**src/rtl/gpo_pad_ctrl_pkg.sv**
```systemverilog
// Shared types and helpers for the EG1 1.8V GPO pad controller.
package gpo_pad_ctrl_pkg;

   localparam int DS_W = 4;

   typedef enum logic [1:0] {
      ST_STABLE  = 2'b00,
      ST_QUIESCE = 2'b01,
      ST_SETTLE  = 2'b10
   } state_e;

   typedef enum logic [1:0] {
      OD_PUSH_PULL   = 2'b00,
      OD_OPEN_DRAIN  = 2'b01,
      OD_OPEN_SOURCE = 2'b10,
      OD_OFF         = 2'b11
   } od_mode_e;

   typedef struct packed {
      logic [DS_W-1:0] ds;
      logic            sr;
      logic            co;
      od_mode_e        od_mode;
      logic            oe;
   } shadow_cfg_t;

   localparam shadow_cfg_t SHADOW_RST = '{ds: 4'b0000, sr: 1'b0, co: 1'b0,
                                          od_mode: OD_PUSH_PULL, oe: 1'b0};

   // The pad only honours OE at a non-zero low drive-strength code when VBIAS is valid.
   function automatic logic bias_needed(input logic [DS_W-1:0] ds);
      return (ds[1:0] != 2'b00);
   endfunction

   function automatic logic od_to_odp(input od_mode_e mode);
      logic odp;
      case (mode)
         OD_OPEN_DRAIN: odp = 1'b1;
         OD_OFF:        odp = 1'b1;
         default:       odp = 1'b0;
      endcase
      return odp;
   endfunction

   function automatic logic od_to_odn(input od_mode_e mode);
      logic odn;
      case (mode)
         OD_OPEN_SOURCE: odn = 1'b1;
         OD_OFF:         odn = 1'b1;
         default:        odn = 1'b0;
      endcase
      return odn;
   endfunction

endpackage

```
**src/rtl/gpo_pad_ctrl_pulse_gen.sv**
```systemverilog
// Fixed-length high pulse generator for do_o; present only with GPO_PAD_CTRL_PULSE_EN.
`ifdef GPO_PAD_CTRL_PULSE_EN
module gpo_pulse_gen #(
   parameter int CNT_W = 8
) (
   input  logic             clk_i,
   input  logic             rst_ni,
   input  logic             start_i,
   input  logic [CNT_W-1:0] len_i,
   input  logic             abort_i,
   output logic             active_o,
   output logic             active_nxt_o
);

   localparam logic [CNT_W-1:0] CNT_ONE  = CNT_W'(1);
   localparam logic [CNT_W-1:0] CNT_ZERO = {CNT_W{1'b0}};

   logic [CNT_W-1:0] cnt_r;
   logic [CNT_W-1:0] cnt_nxt_s;

   // cnt_r holds the number of forced cycles still to go, including the current one
   always_comb begin
      active_nxt_o = active_o;
      cnt_nxt_s    = cnt_r;
      if (abort_i) begin
         active_nxt_o = 1'b0;
         cnt_nxt_s    = CNT_ZERO;
      end else if (active_o) begin
         if (cnt_r <= CNT_ONE) begin
            active_nxt_o = 1'b0;
            cnt_nxt_s    = CNT_ZERO;
         end else begin
            cnt_nxt_s = cnt_r - CNT_ONE;
         end
      end else if (start_i && (len_i != CNT_ZERO)) begin
         active_nxt_o = 1'b1;
         cnt_nxt_s    = len_i;
      end else begin
         active_nxt_o = 1'b0;
      end
   end

   // Pulse state register
   always_ff @(posedge clk_i or negedge rst_ni) begin
      if (!rst_ni) begin
         active_o <= 1'b0;
         cnt_r    <= CNT_ZERO;
      end else begin
         active_o <= active_nxt_o;
         cnt_r    <= cnt_nxt_s;
      end
   end

endmodule
`endif

```
**src/rtl/gpo_pad_ctrl.sv**
```systemverilog
// GPO pad controller: registered data path plus glitch-free OE-off/apply/settle/OE-on reconfiguration.
// Optional feature macro: GPO_PAD_CTRL_PULSE_EN (fixed-length forced-high pulse on do_o).
module gpo_pad_ctrl
   import gpo_pad_ctrl_pkg::*;
#(
   parameter int SETTLE_CYCLES = 4,
   parameter int CNT_W         = 8
) (
   input  logic            clk_i,
   input  logic            rst_ni,
   input  logic            data_i,
   input  logic            cfg_valid_i,
   output logic            cfg_ready_o,
   input  logic [DS_W-1:0] cfg_ds_i,
   input  logic            cfg_sr_i,
   input  logic            cfg_co_i,
   input  logic [1:0]      cfg_od_mode_i,
   input  logic            cfg_oe_i,
   input  logic            vbias_ok_i,
`ifdef GPO_PAD_CTRL_PULSE_EN
   input  logic             pulse_start_i,
   input  logic [CNT_W-1:0] pulse_len_i,
   output logic             pulse_active_o,
`endif
   output logic            do_o,
   output logic [DS_W-1:0] ds_o,
   output logic            sr_o,
   output logic            co_o,
   output logic            oe_o,
   output logic            odp_o,
   output logic            odn_o,
   output logic            busy_o,
   output logic            err_o
);

   localparam logic [CNT_W-1:0] CNT_ONE    = CNT_W'(1);
   localparam logic [CNT_W-1:0] CNT_ZERO   = {CNT_W{1'b0}};
   localparam logic [CNT_W-1:0] CNT_SETTLE = CNT_W'(SETTLE_CYCLES);

   state_e          state_r, state_nxt_s;
   logic [CNT_W-1:0] cnt_r, cnt_nxt_s;
   shadow_cfg_t     shadow_r, shadow_nxt_s;
   logic [DS_W-1:0] ds_nxt_s;
   logic            sr_nxt_s, co_nxt_s, oe_nxt_s, odp_nxt_s, odn_nxt_s, err_nxt_s;
   logic            accept_s;
   logic            pulse_force_s;

   assign cfg_ready_o = (state_r == ST_STABLE);
   assign busy_o      = ~cfg_ready_o;
   assign accept_s    = cfg_valid_i & cfg_ready_o;

`ifdef GPO_PAD_CTRL_PULSE_EN
   gpo_pulse_gen #(.CNT_W(CNT_W)) u_pulse_gen (
      .clk_i        (clk_i),
      .rst_ni       (rst_ni),
      .start_i      (pulse_start_i & cfg_ready_o),
      .len_i        (pulse_len_i),
      .abort_i      (accept_s),
      .active_o     (pulse_active_o),
      .active_nxt_o (pulse_force_s)
   );
`else
   assign pulse_force_s = 1'b0;
`endif

   // Reconfiguration sequencer: pad config only moves while oe_o is held low
   always_comb begin
      state_nxt_s  = state_r;
      cnt_nxt_s    = cnt_r;
      shadow_nxt_s = shadow_r;
      ds_nxt_s     = ds_o;
      sr_nxt_s     = sr_o;
      co_nxt_s     = co_o;
      odp_nxt_s    = odp_o;
      odn_nxt_s    = odn_o;
      oe_nxt_s     = oe_o;
      err_nxt_s    = err_o;
      case (state_r)
         ST_STABLE: begin
            if (accept_s) begin
               shadow_nxt_s = '{ds: cfg_ds_i, sr: cfg_sr_i, co: cfg_co_i,
                                od_mode: od_mode_e'(cfg_od_mode_i), oe: cfg_oe_i};
               err_nxt_s    = 1'b0;
               oe_nxt_s     = 1'b0;
               state_nxt_s  = ST_QUIESCE;
            end else if (oe_o && bias_needed(ds_o) && !vbias_ok_i) begin
               oe_nxt_s  = 1'b0;
               err_nxt_s = 1'b1;
            end else begin
               state_nxt_s = ST_STABLE;
            end
         end
         ST_QUIESCE: begin
            ds_nxt_s    = shadow_r.ds;
            sr_nxt_s    = shadow_r.sr;
            co_nxt_s    = shadow_r.co;
            odp_nxt_s   = od_to_odp(shadow_r.od_mode);
            odn_nxt_s   = od_to_odn(shadow_r.od_mode);
            cnt_nxt_s   = CNT_SETTLE;
            state_nxt_s = ST_SETTLE;
         end
         ST_SETTLE: begin
            if (cnt_r != CNT_ZERO) begin
               cnt_nxt_s = cnt_r - CNT_ONE;
            end else begin
               state_nxt_s = ST_STABLE;
               oe_nxt_s    = shadow_r.oe & (~bias_needed(ds_o) | vbias_ok_i);
               err_nxt_s   = err_o | (shadow_r.oe & ~vbias_ok_i & bias_needed(ds_o));
            end
         end
         default: begin
            state_nxt_s = ST_STABLE;
            cnt_nxt_s   = CNT_ZERO;
            oe_nxt_s    = 1'b0;
         end
      endcase
   end

   // State, shadow config and pad output registers
   always_ff @(posedge clk_i or negedge rst_ni) begin
      if (!rst_ni) begin
         state_r  <= ST_STABLE;
         cnt_r    <= CNT_ZERO;
         shadow_r <= SHADOW_RST;
         do_o     <= 1'b0;
         ds_o     <= 4'b0000;
         sr_o     <= 1'b0;
         co_o     <= 1'b0;
         oe_o     <= 1'b0;
         odp_o    <= 1'b0;
         odn_o    <= 1'b0;
         err_o    <= 1'b0;
      end else begin
         state_r  <= state_nxt_s;
         cnt_r    <= cnt_nxt_s;
         shadow_r <= shadow_nxt_s;
         do_o     <= data_i | pulse_force_s;
         ds_o     <= ds_nxt_s;
         sr_o     <= sr_nxt_s;
         co_o     <= co_nxt_s;
         oe_o     <= oe_nxt_s;
         odp_o    <= odp_nxt_s;
         odn_o    <= odn_nxt_s;
         err_o    <= err_nxt_s;
      end
   end

endmodule

```
**config.mk**
```make
export PLATFORM = sky130hd
export DESIGN_NAME = gpo_pad_ctrl
export DESIGN_NICKNAME = d
export VERILOG_FILES = /design/src/rtl/gpo_pad_ctrl_pkg.sv /design/src/rtl/gpo_pad_ctrl_pulse_gen.sv /design/src/rtl/gpo_pad_ctrl.sv
export SDC_FILE = /design/constraint.sdc
export NUM_CORES = 1
export LEC_CHECK = 0
export CORE_MARGIN = 2
export CORE_UTILIZATION = 46
export CTS_BUF_LIST = sky130_fd_sc_hd__clkbuf_8
export DETAILED_ROUTE_END_ITERATION = 8
export DONT_BUFFER_PORTS = 1
export GPL_TIMING_DRIVEN = 0
export PLACE_DENSITY = 0.69
export SLEW_MARGIN = 10
export SYNTH_ARGS = -nofsm -noshare
export SYNTH_HDL_FRONTEND = slang
export SYNTH_SLANG_ARGS = --single-unit
```
**constraint.sdc**
```tcl
create_clock -name clk_i -period 2.2 [get_ports clk_i]
set_input_delay 0.66 -clock clk_i [delete_from_list [all_inputs] [get_ports clk_i]]
set_output_delay 0.66 -clock clk_i [all_outputs]
set_load 0.01 [all_outputs]
```
# Word-level counts from Yosys, hierarchy flattened

Cells that the tools add are included.
W data, S select, Z words.

Bits in registers: 30
Output and inout bits: 13
Logic and storage cells: 65

Add/subtract/negate cells: 1
Equality and inequality tests: 9
Muxes and demuxes: 16
Bitwise operators: 10
Reductions and logical operators: 14

Operators with widths:

| cell                  | count |
|---|---|
| $pmux W8 S3           | 1 |
| $mux W1               | 8 |
| $mux W8               | 1 |
| $reduce_bool A8 Y1    | 1 |
| $sub A8 B1 Y8 const B | 1 |
| $eq A2 B2 Y1 const B  | 3 |
| $mux W2               | 3 |
| $pmux W2 S3           | 1 |
| $reduce_and A2 Y1     | 3 |
| $reduce_and A3 Y1     | 2 |
| $and A1 B1 Y1         | 4 |
| $eq A2 B1 Y1 const B  | 2 |
| $ne A2 B2 Y1 const B  | 2 |
| $not A1 Y1            | 4 |
| $reduce_bool A2 Y1    | 2 |
| $reduce_or A2 Y1      | 2 |
| $ne A3 B1 Y1 const B  | 1 |
| $ne A3 B3 Y1 const B  | 1 |
| $pmux W1 S3           | 1 |
| $logic_and A1 B1 Y1   | 2 |
| $logic_not A2 Y1      | 1 |
| $or A1 B1 Y1          | 2 |
| $pmux W1 S2           | 1 |
| $logic_not A1 Y1      | 1 |

# Depth between registers and ports, before layout

Gate-level depths: netlist of run 1.

Word-level depth: 6
Gate-level depth with buffers: 7
Mapped depth without buffers: 6

# Worst setup path before layout of run 1

Ideal clock, no wire load.

Kind: register -> register
Start: register cnt_r[0]
End: register state_r[1]
Setup time: 0.125 ns
Data arrival time: 1.761 ns
Setup slack: 0.315 ns
Stages on the path, launching flop included: 7
Path buffers: 0
Period minus slack after synthesis: 1.885 ns
Path through: dfrtp_1 -> inv_1 -> ha_1 -> nor3b_1 -> a21oi_1 -> a31oi_1 -> mux2_2

Cells in the longest elaborated chain, start to end: 3

RTL lines:

| what                        | line                | text |
|---|---|---|
| start, declared             | gpo_pad_ctrl.sv:41  | `logic [CNT_W-1:0] cnt_r, cnt_nxt_s;` |
| start signal, assigned      | gpo_pad_ctrl.sv:135 | `cnt_r <= cnt_nxt_s;` |
| $reduce_bool A8 Y1          | gpo_pad_ctrl.sv:103 | `if (cnt_r != CNT_ZERO) begin` |
| $ne A2 B2 Y1 (no line)      | n/a                 |  |
| $reduce_and A2 Y1 (no line) | n/a                 |  |
| end signal, assigned        | gpo_pad_ctrl.sv:134 | `state_r <= state_nxt_s;` |
| end, declared               | gpo_pad_ctrl.sv:40  | `state_e state_r, state_nxt_s;` |

Every way passes these cells.
A chain may end at the register's enable or synchronous reset.

# Worst setup path in the final report of run 1

Start: register state_r[0]
End: output busy_o

Cells in the longest elaborated chain, start to end: 2

RTL lines:

| what                  | line               | text |
|---|---|---|
| $logic_not A2 Y1      | gpo_pad_ctrl.sv:48 | `assign cfg_ready_o = (state_r == ST_STABLE);` |
| named net cfg_ready_o | gpo_pad_ctrl.sv:13 | `output logic cfg_ready_o,` |
| $not A1 Y1 (no line)  | n/a                |  |
| end, declared         | gpo_pad_ctrl.sv:32 | `output logic busy_o,` |

The timed path passes the listed nets, and every way through them passes these cells.

==> results of run 1 <==
## cells in the mapped netlist (all sizes together), types with 3 or more instances
master | count | share of area
a21oi | 7 | 0.025
a31oi | 3 | 0.013
clkbuf | 3 | 0.0079
dfrtp | 30 | 0.53
ha | 4 | 0.035
inv | 8 | 0.021
mux2 | 19 | 0.15
nand2 | 7 | 0.018
nand3 | 4 | 0.014
nor2 | 4 | 0.011
nor3b | 3 | 0.016
o21ai | 4 | 0.014
## layer usage
layer,share of wire,global-route usage
met2,0.52,0.2873
met3,0.052,0.04978
met5,0,0
met4,0.0095,0.07302
met1,0.42,0.1963
## power groups by stage
stage / logic, uW / registers [uW] / clock network [uW]
final: 1050 / 1040 / 455
after global routing: 1150 / 1070 / 483
after CTS: 1040 / 1040 / 464
after detailed placement: 1030 / 1040 / 0
after global placement: 997 / 1030 / 0
after floorplan: 856 / 985 / 0
## cells by family after synthesis
logic type / count (synthesis) / synth area share
AOI/OAI and AO/OA: 28 / 0.1299
adders and majority gates: 4 / 0.03512
buffers and inverters: 11 / 0.02897
DFF: 30 / 0.5268
muxes: 20 / 0.1572
and+or+nand+nor: 29 / 0.1220
## worst max-delay path, delay by kind of cell (launching register included)
family | cells | cell delay (ns)
flip-flops | 1 | 0.38
buffers and inverters | 3 | 0.53
adder cells (fa/ha/maj) | 1 | 0.26
## metrics by stage
stage	area, sq um	cells	total power (uW)	hold slack, ns
final	1568	163	2539	0.07264
after detailed placement	1466	155	2074	0.3654
after floorplan	1425	122	1841	0.3644
after global routing	1568	163	2702	0.06507
after CTS	1563	163	2539	0.06983
after global placement	1466	155	2023	0.3655
## sequential cells by signal (all words and copies together), names as in the netlist
signal,flops
state_r,2
do_o,1
oe_o,1
co_o,1
odn_o,1
shadow_r,9
ds_o,4
sr_o,1
err_o,1
odp_o,1
cnt_r,8
## final timing paths
check / start / to / slack (ns) / cells after the start
setup / recovery: state_r[0] / busy_o / 0.09 / 4
hold / removal: rst_ni / cnt_r[1] / 0.07 / 0
setup reg to reg: cnt_r[1] / state_r[1] / 0.21 / 6
hold reg to reg: shadow_r[1] / shadow_r[1] / 0.50 / 1
max in group asynchronous: rst_ni / shadow_r[7] / 2.04 / 0
min in group clk_i: data_i / do_o / 0.41 / 0
## layout by cell type, fill, tap and decap left out, drive strengths merged
master / count
nor4: 2
or3: 1
nand3: 4
clkinvlp: 1
ha: 4
o211ai: 1
o21ai: 4
o31ai: 2
mux2: 19
a22o: 1
o41ai: 2
nand2b: 2
nor2b: 1
a211oi: 2
or2: 1
nand4: 1
clkbuf: 8
a31oi: 3
nor3b: 3
nand4b: 1
nor2: 4
or4: 1
o22ai: 2
nor3: 1
o21a: 1
a41oi: 1
nand2: 7
a21oi: 7
mux2i: 1
dfrtp: 30
o311ai: 1
buf: 1
inv: 8
clkinv: 1
o21ba: 1
## what timing repair did
item                                    CTS  global route
pin swaps                                 0             0
gates resized for setup                   1             2
endpoints found under the setup margin    1             3
gates cloned                              0             0
## final cells by class
type                    instances  area, sq um  share of cell area
clock buffers                   6        82.58             0.05267
plain buffers                   3        12.51            0.007981
flip-flops and latches         30        750.7              0.4789
inverters                       8        30.03             0.01915
well taps                      33        41.29             0.02634
clock inverters                 2        12.51            0.007981
multi-input cells              81        638.1              0.4070
==> flow_summary.yaml, run 1 <==
timing:
  period_needed_ns: 2.107
  timing.final.ws_setup_ns: 0.09287
  tightest_slew_ns: 0.6532
  slew_headroom: 0.5605
  finalSetupTns_ns: 0
  worst_clock_skew_ns: 0.004139
  rsz0062_at_grt: "false"
  setup_viol: 0
  fmax_mhz: 474.6
  finalCritPeriodShare: 0.9578
  hold_viol: 0
  drv_slew: 0
cells_and_area:
  drive_above_1_share: 0.2462
  post-route-util: 0.5221
  syn_to_final_growth_pct: 10.01
  n_antenna_cell: 0
  n_fill_cell: 272
  finalNetCount: 147
grt:
  grt_max_degree: 31
  grt_pass1_wl_um: 4457
  grt_antenna_before_repair: 0
  grtUsageTotal: 0.1687
  grt_pass1_vias: 1037
  overflow: 0
clock_network:
  numCtsBuffers: 5
  clk-insertion-delay-late_ns: 0.27
  clock-root-buffer: "clkbuf_8"
  post_cts_buffers: 0
  htreeDepth: 2
  cts_tree: "built"
  clk_transition_reported_paths_ns: 0.07
  clock_path_buffers: 2
  cts_hold_buffers: 0
  cts_sinks: 30
route:
  drt_wl_total_um: 2724
  initialDrtViolationCount: 17
  drc: 0
  via_count: 990
  antenna_left: 0
  drt-vias-per-instance: 6.074
  first_pass_iters: 4
  wl_per_cell_um: 16.71
setup_path:
  critPathMaxStageDelay_ns: 0.38
  endpoint_kind: "primary output"
  crit_chain: "inv_1 -> ha_1 -> buf_2 -> inv_1"
  path_class: "reg2out"
  cp_common_cell: "inv_1"
  cp_data_arrival_time_ns: 1.45
  crit_required_ns: 1.54
  crit_path_max_fanout: 10
  cp_slowest_cell: "dfrtp_1"
  worstSetupStartpointType: "register"
logic_synthesis:
  yosys_warnings: 0
  synthArstFlopShare: 1.000
  synth_flop_cell: "dfrtp_1"
  seq_area_frac_synth: 0.5268
  synthCells: 122
  ys_ff_latch: 30
  postSynthAreaPerCell_sq_um: 11.68
  synth.net_count: 140
  synth.distinct_cells: 33
  synth-edff-count: 0
  syn-cell-area_sq_um: 1425
placed_design:
  place_hpwl_um: 1965
  pre_cts_ws_ns: 0.04195
  gp_congestion: 0.8732
  io_buffers: 0
min_path:
  min_path_type: "in2async"
power_and_ir_drop:
  p_clk_frac: 0.179
  netSwitchingFraction: 0.3915
  p_seq_frac: 0.409
  intPower_uw: 1545
  p_leak_uw: 0.0006545
  ir_worst_vdd_v: 0.0007585
  cellPowerDensity_nw_per_um2: 1619
  switchingPower_uw: 993.9
  combinationalPowerShare: 0.412
die:
  row_count: 20
  die_w_um: 59.66
  coreArea_sq_um: 3003
  fp.dieH_um: 59.66
  start_util: 0.4746
  pin_count: 27
  die_area_sq_um: 3559
run_status:
  status: "completed"
job:
  max_cap_viol_count: 0
(Power assumes the default switching activity.)
==> run 2, diff against run 1 <==
--- a/config.mk
+++ b/config.mk
@@ -11,8 +11,9 @@
 export DETAILED_ROUTE_END_ITERATION = 8
 export DONT_BUFFER_PORTS = 1
 export GPL_TIMING_DRIVEN = 0
-export PLACE_DENSITY = 0.69
+export PLACE_DENSITY = 0.71
 export SLEW_MARGIN = 10
 export SYNTH_ARGS = -nofsm -noshare
 export SYNTH_HDL_FRONTEND = slang
+export SYNTH_HIERARCHICAL = 1
 export SYNTH_SLANG_ARGS = --single-unit
==> constraint.sdc (replaced) <==
create_clock -name clk_i -period 1.7 [get_ports clk_i]
set_input_delay 0.51 -clock clk_i [delete_from_list [all_inputs] [get_ports clk_i]]
set_output_delay 0.51 -clock clk_i [all_outputs]
set_load 0.01 [all_outputs]
==> run 2 against run 1 <==
Compared with the run above: the flow now finishes with violations (negative setup slack); sequential power increased by 32%; clock skew increased by 0.0016 ns; global-route usage rose by 3.6 points; critical path type unchanged; largest cell class unchanged.
==> flow_summary.yaml, run 2 <==
job:
  max_cap_viol_count: 0
cells_and_area:
  finalNetCount: 160
  regArea_sq_um: 752.0
  reg_top3: "shadow_r: 9 flops, cnt_r: 8 flops, ds_o: 4 flops"
  drive_above_1_share: 0.4196
  final_common_cell: "dfrtp_1"
  top_register: "shadow_r"
  mostFrequentLayoutCells: "dfrtp_1, mux2_2, buf_4"
  multiInputGateArea_sq_um: 710.7
  largest_register_ffs: 9
  post-route-util: 0.5929
  n_antenna_cell: 0
  fin_cells: 176
  syn_to_final_growth_pct: 24.93
  n_fill_cell: 233
power_and_ir_drop:
  combinationalPowerShare: 0.507
  p_seq_frac: 0.348
  intPower_uw: 2383
  switchingPower_uw: 1552
  ir_worst_vdd_v: 0.001091
  cellPowerDensity_nw_per_um2: 2210
  p_leak_uw: 0.0007505
  netSwitchingFraction: 0.3943
  p_clk_frac: 0.146
route:
  first_pass_iters: 4
  wl_per_cell_um: 18.42
  drc: 0
  drt-vias-per-instance: 6.267
  initialDrtViolationCount: 28
  via_count: 1103
  antenna_left: 0
  drt_wl_total_um: 3242
logic_synthesis:
  synth_top_area_cell: "dfrtp_1"
  synth_area_leaders: "dfrtp_1, mux2_2, ha_1"
  yosys_warnings: 6
  postSynthAreaPerCell_sq_um: 11.68
  synthCells: 122
  ys_ff_latch: 30
  synth.net_count: 140
  synth_fa_ha_area_frac: 0.03512
  synth_compound_area_frac: 0.1299
  synth_xor_area_frac: 0
  synth.distinct_cells: 33
  synth-simple-area-share: 0.1220
  synthMuxAreaShare: 0.1572
  synth_top_family_by_area: "multiplexers"
  synth_flop_cell: "dfrtp_1"
  syn-cell-area_sq_um: 1425
  synth.top_cell.area_share: 0.5268
  seq_area_frac_synth: 0.5268
  synth.most_common_cell: "dfrtp_1"
  synthTopCellsByCount: "dfrtp_1, mux2_2, inv_1"
  synth-edff-count: 0
  synthArstFlopShare: 1.000
timing:
  setup_viol: 2
  timing.final.ws_setup_ns: -0.09471
  slew_headroom: 0.7409
  tightest_slew_ns: 0.3837
  period_needed_ns: 1.795
  worst_clock_skew_ns: 0.005723
  rsz0062_at_grt: "true"
  fmax_mhz: 557.2
  hold_viol: 0
  finalSetupTns_ns: -0.1301
  holdWs_ns: 0.04577
  drv_slew: 0
  finalCritPeriodShare: 1.056
clock_network:
  cts_tree: "built"
  clock-root-buffer: "clkbuf_8"
  cts_sinks: 30
  clk_transition_reported_paths_ns: 0.06
  numCtsBuffers: 5
  htreeDepth: 2
  clock_path_buffers: 2
  clk-insertion-delay-late_ns: 0.28
placed_design:
  placed_cells: 155
  place_hpwl_um: 2067
  pre_cts_ws_ns: -0.3746
  io_buffers: 0
  gp_congestion: 0.8663
grt:
  grtUsageTotal: 0.2049
  grt_pass1_vias: 1088
  grt_max_degree: 31
  grt_antenna_before_repair: 0
  grt_pass1_wl_um: 5299
  overflow: 0
die:
  row_count: 20
  start_util: 0.4746
  coreArea_sq_um: 3003
  fp.dieH_um: 59.66
  pin_count: 27
  die_w_um: 59.66
  die_area_sq_um: 3559
min_path:
  min_path_type: "in2async"
setup_path:
  worstSetupStartpointType: "register"
  crit_path_max_fanout: 6
  cp_data_arrival_time_ns: 1.28
  path_class: "reg2out"
  crit_start: "state_r[0]"
  r2r-end: "state_r[1]"
  crit_required_ns: 1.19
  regToRegStartpoint: "state_r[0]"
  endpoint_kind: "primary output"
  r2r_cells: 7
  r2r_slack_ns: -0.04
  crit_end: "busy_o"
run_status:
  failed_checks: "negative setup slack"
  status: "finished with violations"
## run 2: cells by family (layout without fill, tap and decap cells)
family                   count (synthesis)  after routing
AND/OR/NAND/NOR                         29             29
flip-flops                              30             30
buffers and inverters                   11             32
multiplexers                            20             20
AO/OA/AOI/OAI                           28             28
adder cells (fa/ha/maj)                  4              4
## run 2: worst min path at each step
stage / startpoint / to / slack (ns) / depth (start not counted)
floorplan: rst_ni / cnt_r[0] / 0.21 / 0
global placement: rst_ni / cnt_r[0] / 0.22 / 0
detailed placement: rst_ni / cnt_r[0] / 0.22 / 0
CTS: rst_ni / cnt_r[0] / 0.05 / 1
global route: rst_ni / cnt_r[0] / 0.05 / 1
finish: rst_ni / cnt_r[0] / 0.05 / 1
## run 2: power groups by stage
| stage | Combinational (uW) | Sequential, uW | Clock [uW] |
|---|---|---|---|
| detailed placement | 1380 | 1350 | 0 |
| global placement | 1300 | 1330 | 0 |
| finish | 1990 | 1370 | 573 |
| CTS | 1740 | 1360 | 585 |
| floorplan | 1120 | 1280 | 0 |
| global route | 2160 | 1410 | 619 |
## run 2: cell type report
| class | instances | share of cell area |
|---|---|---|
| flip-flops and latches | 30 | 0.4223 |
| clock buffers | 6 | 0.04638 |
| well taps | 33 | 0.02319 |
| multi-input cells | 81 | 0.3992 |
| inverters | 8 | 0.01897 |
| plain buffers | 3 | 0.02108 |
| repair buffers | 13 | 0.06395 |
| clock inverters | 2 | 0.004919 |
## run 2: routing by layer
metal	part of all wire	global-route usage
met2	0.52	0.3618
met5	0	0
met3	0.053	0.06277
met1	0.40	0.2306
met4	0.033	0.07619
## run 2: critical path, stage by stage (launching register included)
cell and delay [ns]:
dfrtp_1 0.40, inv_2 0.09, ha_4 0.19, clkbuf_16 0.16
clkinvlp_4 0.16
## run 2: what timing repair did
action	in CTS	in global routing
cloned	0	0
setup endpoints to repair	20	23
hold endpoints to repair	30	0
resized for setup	18	10
pin swaps	3	2
hold buffers	1	0
buffers inserted	6	6
## run 2: metrics by stage
| stage | total power (uW) | area [sq um] |
|---|---|---|
| floorplan | 2397 | 1431 |
| CTS | 3687 | 1704 |
| global placement | 2633 | 1473 |
| detailed placement | 2731 | 1473 |
| global route | 4186 | 1780 |
| finish | 3935 | 1780 |
==> edit (flow settings as in run 2) <==
Register the input `cfg_co_i` before use. The logic sees it one clock later. The other inputs are not delayed to match.
--- a/src/rtl/gpo_pad_ctrl.sv
+++ b/src/rtl/gpo_pad_ctrl.sv
@@ -38,2 +38,8 @@
    localparam logic [CNT_W-1:0] CNT_SETTLE = CNT_W'(SETTLE_CYCLES);
+
+   logic cfg_co_q;
+
+   always_ff @(posedge clk_i) begin
+      cfg_co_q <= cfg_co_i;
+   end
 
@@ -80,3 +86,3 @@
             if (accept_s) begin
-               shadow_nxt_s = '{ds: cfg_ds_i, sr: cfg_sr_i, co: cfg_co_i,
+               shadow_nxt_s = '{ds: cfg_ds_i, sr: cfg_sr_i, co: cfg_co_q,
                                 od_mode: od_mode_e'(cfg_od_mode_i), oe: cfg_oe_i};
Check against the original RTL: not equivalent (Yosys sat finds a counterexample within 4 cycles, from zero or initial values and one cycle with rst_ni low).
==> edit against run 2 <==
  * Area after synthesis up 1.4%
  * The run still ends with negative setup slack left
  * Critical endpoint unchanged
  * Wire length up 0.19%
  * Cell count up 6.8%
  * Largest power group unchanged
  * Global-route usage down 1.2 points
  * First-iteration DRC count down 29%
  * Highest routed layer unchanged
  * Sequential share of layout area down 0.47 points
  * Non-clock buffer count unchanged
  * Cell area up 4.1%
  * Sequential cell count up 1
  * Total power up 2.8%
  * Worst setup slack worse by 0.0040 ns
  * Core utilization up 1.9 points
==> edit: results (changes against run 2) <==
vias=1084 (-1.7%); clk buf depth=2 (unchanged); synth cell count leaders=dfrtp_1, mux2_2, inv_1; GP Congestion=0.900 (+3.9%); worst slew pin tran=0.374 ns (-0.00920 ns); Register-to-Register Path Depth=8 (+1); Setup WS pre-CTS=-0.334 ns (+0.0408 ns); Post-synth ARST share=96.8% (-3.2 points); violated checks=negative setup slack; non-filler cells, final=188 (+6.8%); Yosys cell types=34 (+3.0%); Placed Cells=167 (+7.7%); largest cells by area after synthesis=dfrtp_1, mux2_2, ha_1; total length of routed wires=3250 um (+0.19%); reg-to-reg endpoint=cnt_r[2]$_DFFE_PN0P_; Clock Skew=0.00801 ns (+0.00229 ns); H-tree Lvls=2 (unchanged); WHS=0.0361 ns (-0.00968 ns); ratio of cells with drive above 1 in the final layout=47.9% (+6.0 points); Worst-path clk slew=0.06 ns (about the same); leak pwr=0.764 nW (+1.7%); drt initial violations=20 (-29%); Peak VDD IR=1.09 mV (+0.35%); Nets=161 (+0.63%); register area share after synthesis=53.3% (+0.66 points); Regs by FF count=shadow_r: 9 flops, cnt_r: 8 flops, ds_o: 4 flops; clock buffer count from CTS=5 (unchanged); hpwl dp=1990 um (-3.6%); DP Area=1510 um2 (+2.3%); Tot GR Track Use=19.3% (-1.2 points); worst setup margin=-0.0987 ns (-0.00396 ns); final setup violation count=3 (+1); Synthesized Nets=141 (+0.71%); first-pass GRT wire length=5000 um (-5.7%); Synth Instances=123 (+0.82%); status=finished with violations; Crit. Startpoint=state_r[0]$_DFFE_PN0P_; largest net degree at the start of global routing=31 (unchanged); filler instances=229 (-1.7%); setup TNS=-0.178 ns (-0.0475 ns)
[edit: layer usage]
metal  track usage, %  wire (um)  up-vias  share of wire [%]
met3             6.49        174        7                5.4
met1             23.0       1340      552                 41
li1                 -          -      492                  -
met2             31.7       1670       33                 51
met4             8.57         68        0                2.1
met5                0          0        -                  0
[edit: where the power goes]
| part | leakage [nW] | total, W | internal [W] | switching (W) |
|---|---|---|---|---|
| Clock | 0.0524 | 0.000578 | 0.000320 | 0.000258 |
| Sequential | 0.374 | 0.00139 | 0.00106 | 0.000324 |
| Combinational | 0.337 | 0.00208 | 0.00107 | 0.00101 |
[edit: worst max-delay path: stages, from the launching register on]
cell        delay, ns
dfrtp_1          0.40
inv_2            0.10
ha_4             0.20
clkbuf_16        0.15
clkinvlp_4       0.15
[edit: logic make-up after synthesis]
kind of cell	synth area share [%]
adder cells (fa/ha/maj)	3.46
multiplexers	15.5
flip-flops	53.3
buffers and inverters	2.86
AO/OA/AOI/OAI	12.8
AND/OR/NAND/NOR	12.0
[edit: what timing repair did]
| item | in CTS | in global routing |
|---|---|---|
| resized for setup | 21 | 16 |
| endpoints found under the setup margin | 19 | 18 |
| gates cloned | 0 | 0 |
| endpoints found under the hold margin | 30 | 0 |
| hold buffers | 1 | 0 |
| buffers inserted | 9 | 3 |
| pin swaps | 2 | 6 |
[edit: cell type report]
class                   count  area, um2  area share (%)
plain buffers               3       37.5            2.02
clock buffers               6       82.6            4.45
clock inverters             2       8.76           0.472
inverters                   8       33.8            1.82
multi-input cells          81        748            40.4
flip-flops and latches     31        774            41.8
well taps                  44       55.1            2.97
repair buffers             13        114            6.14
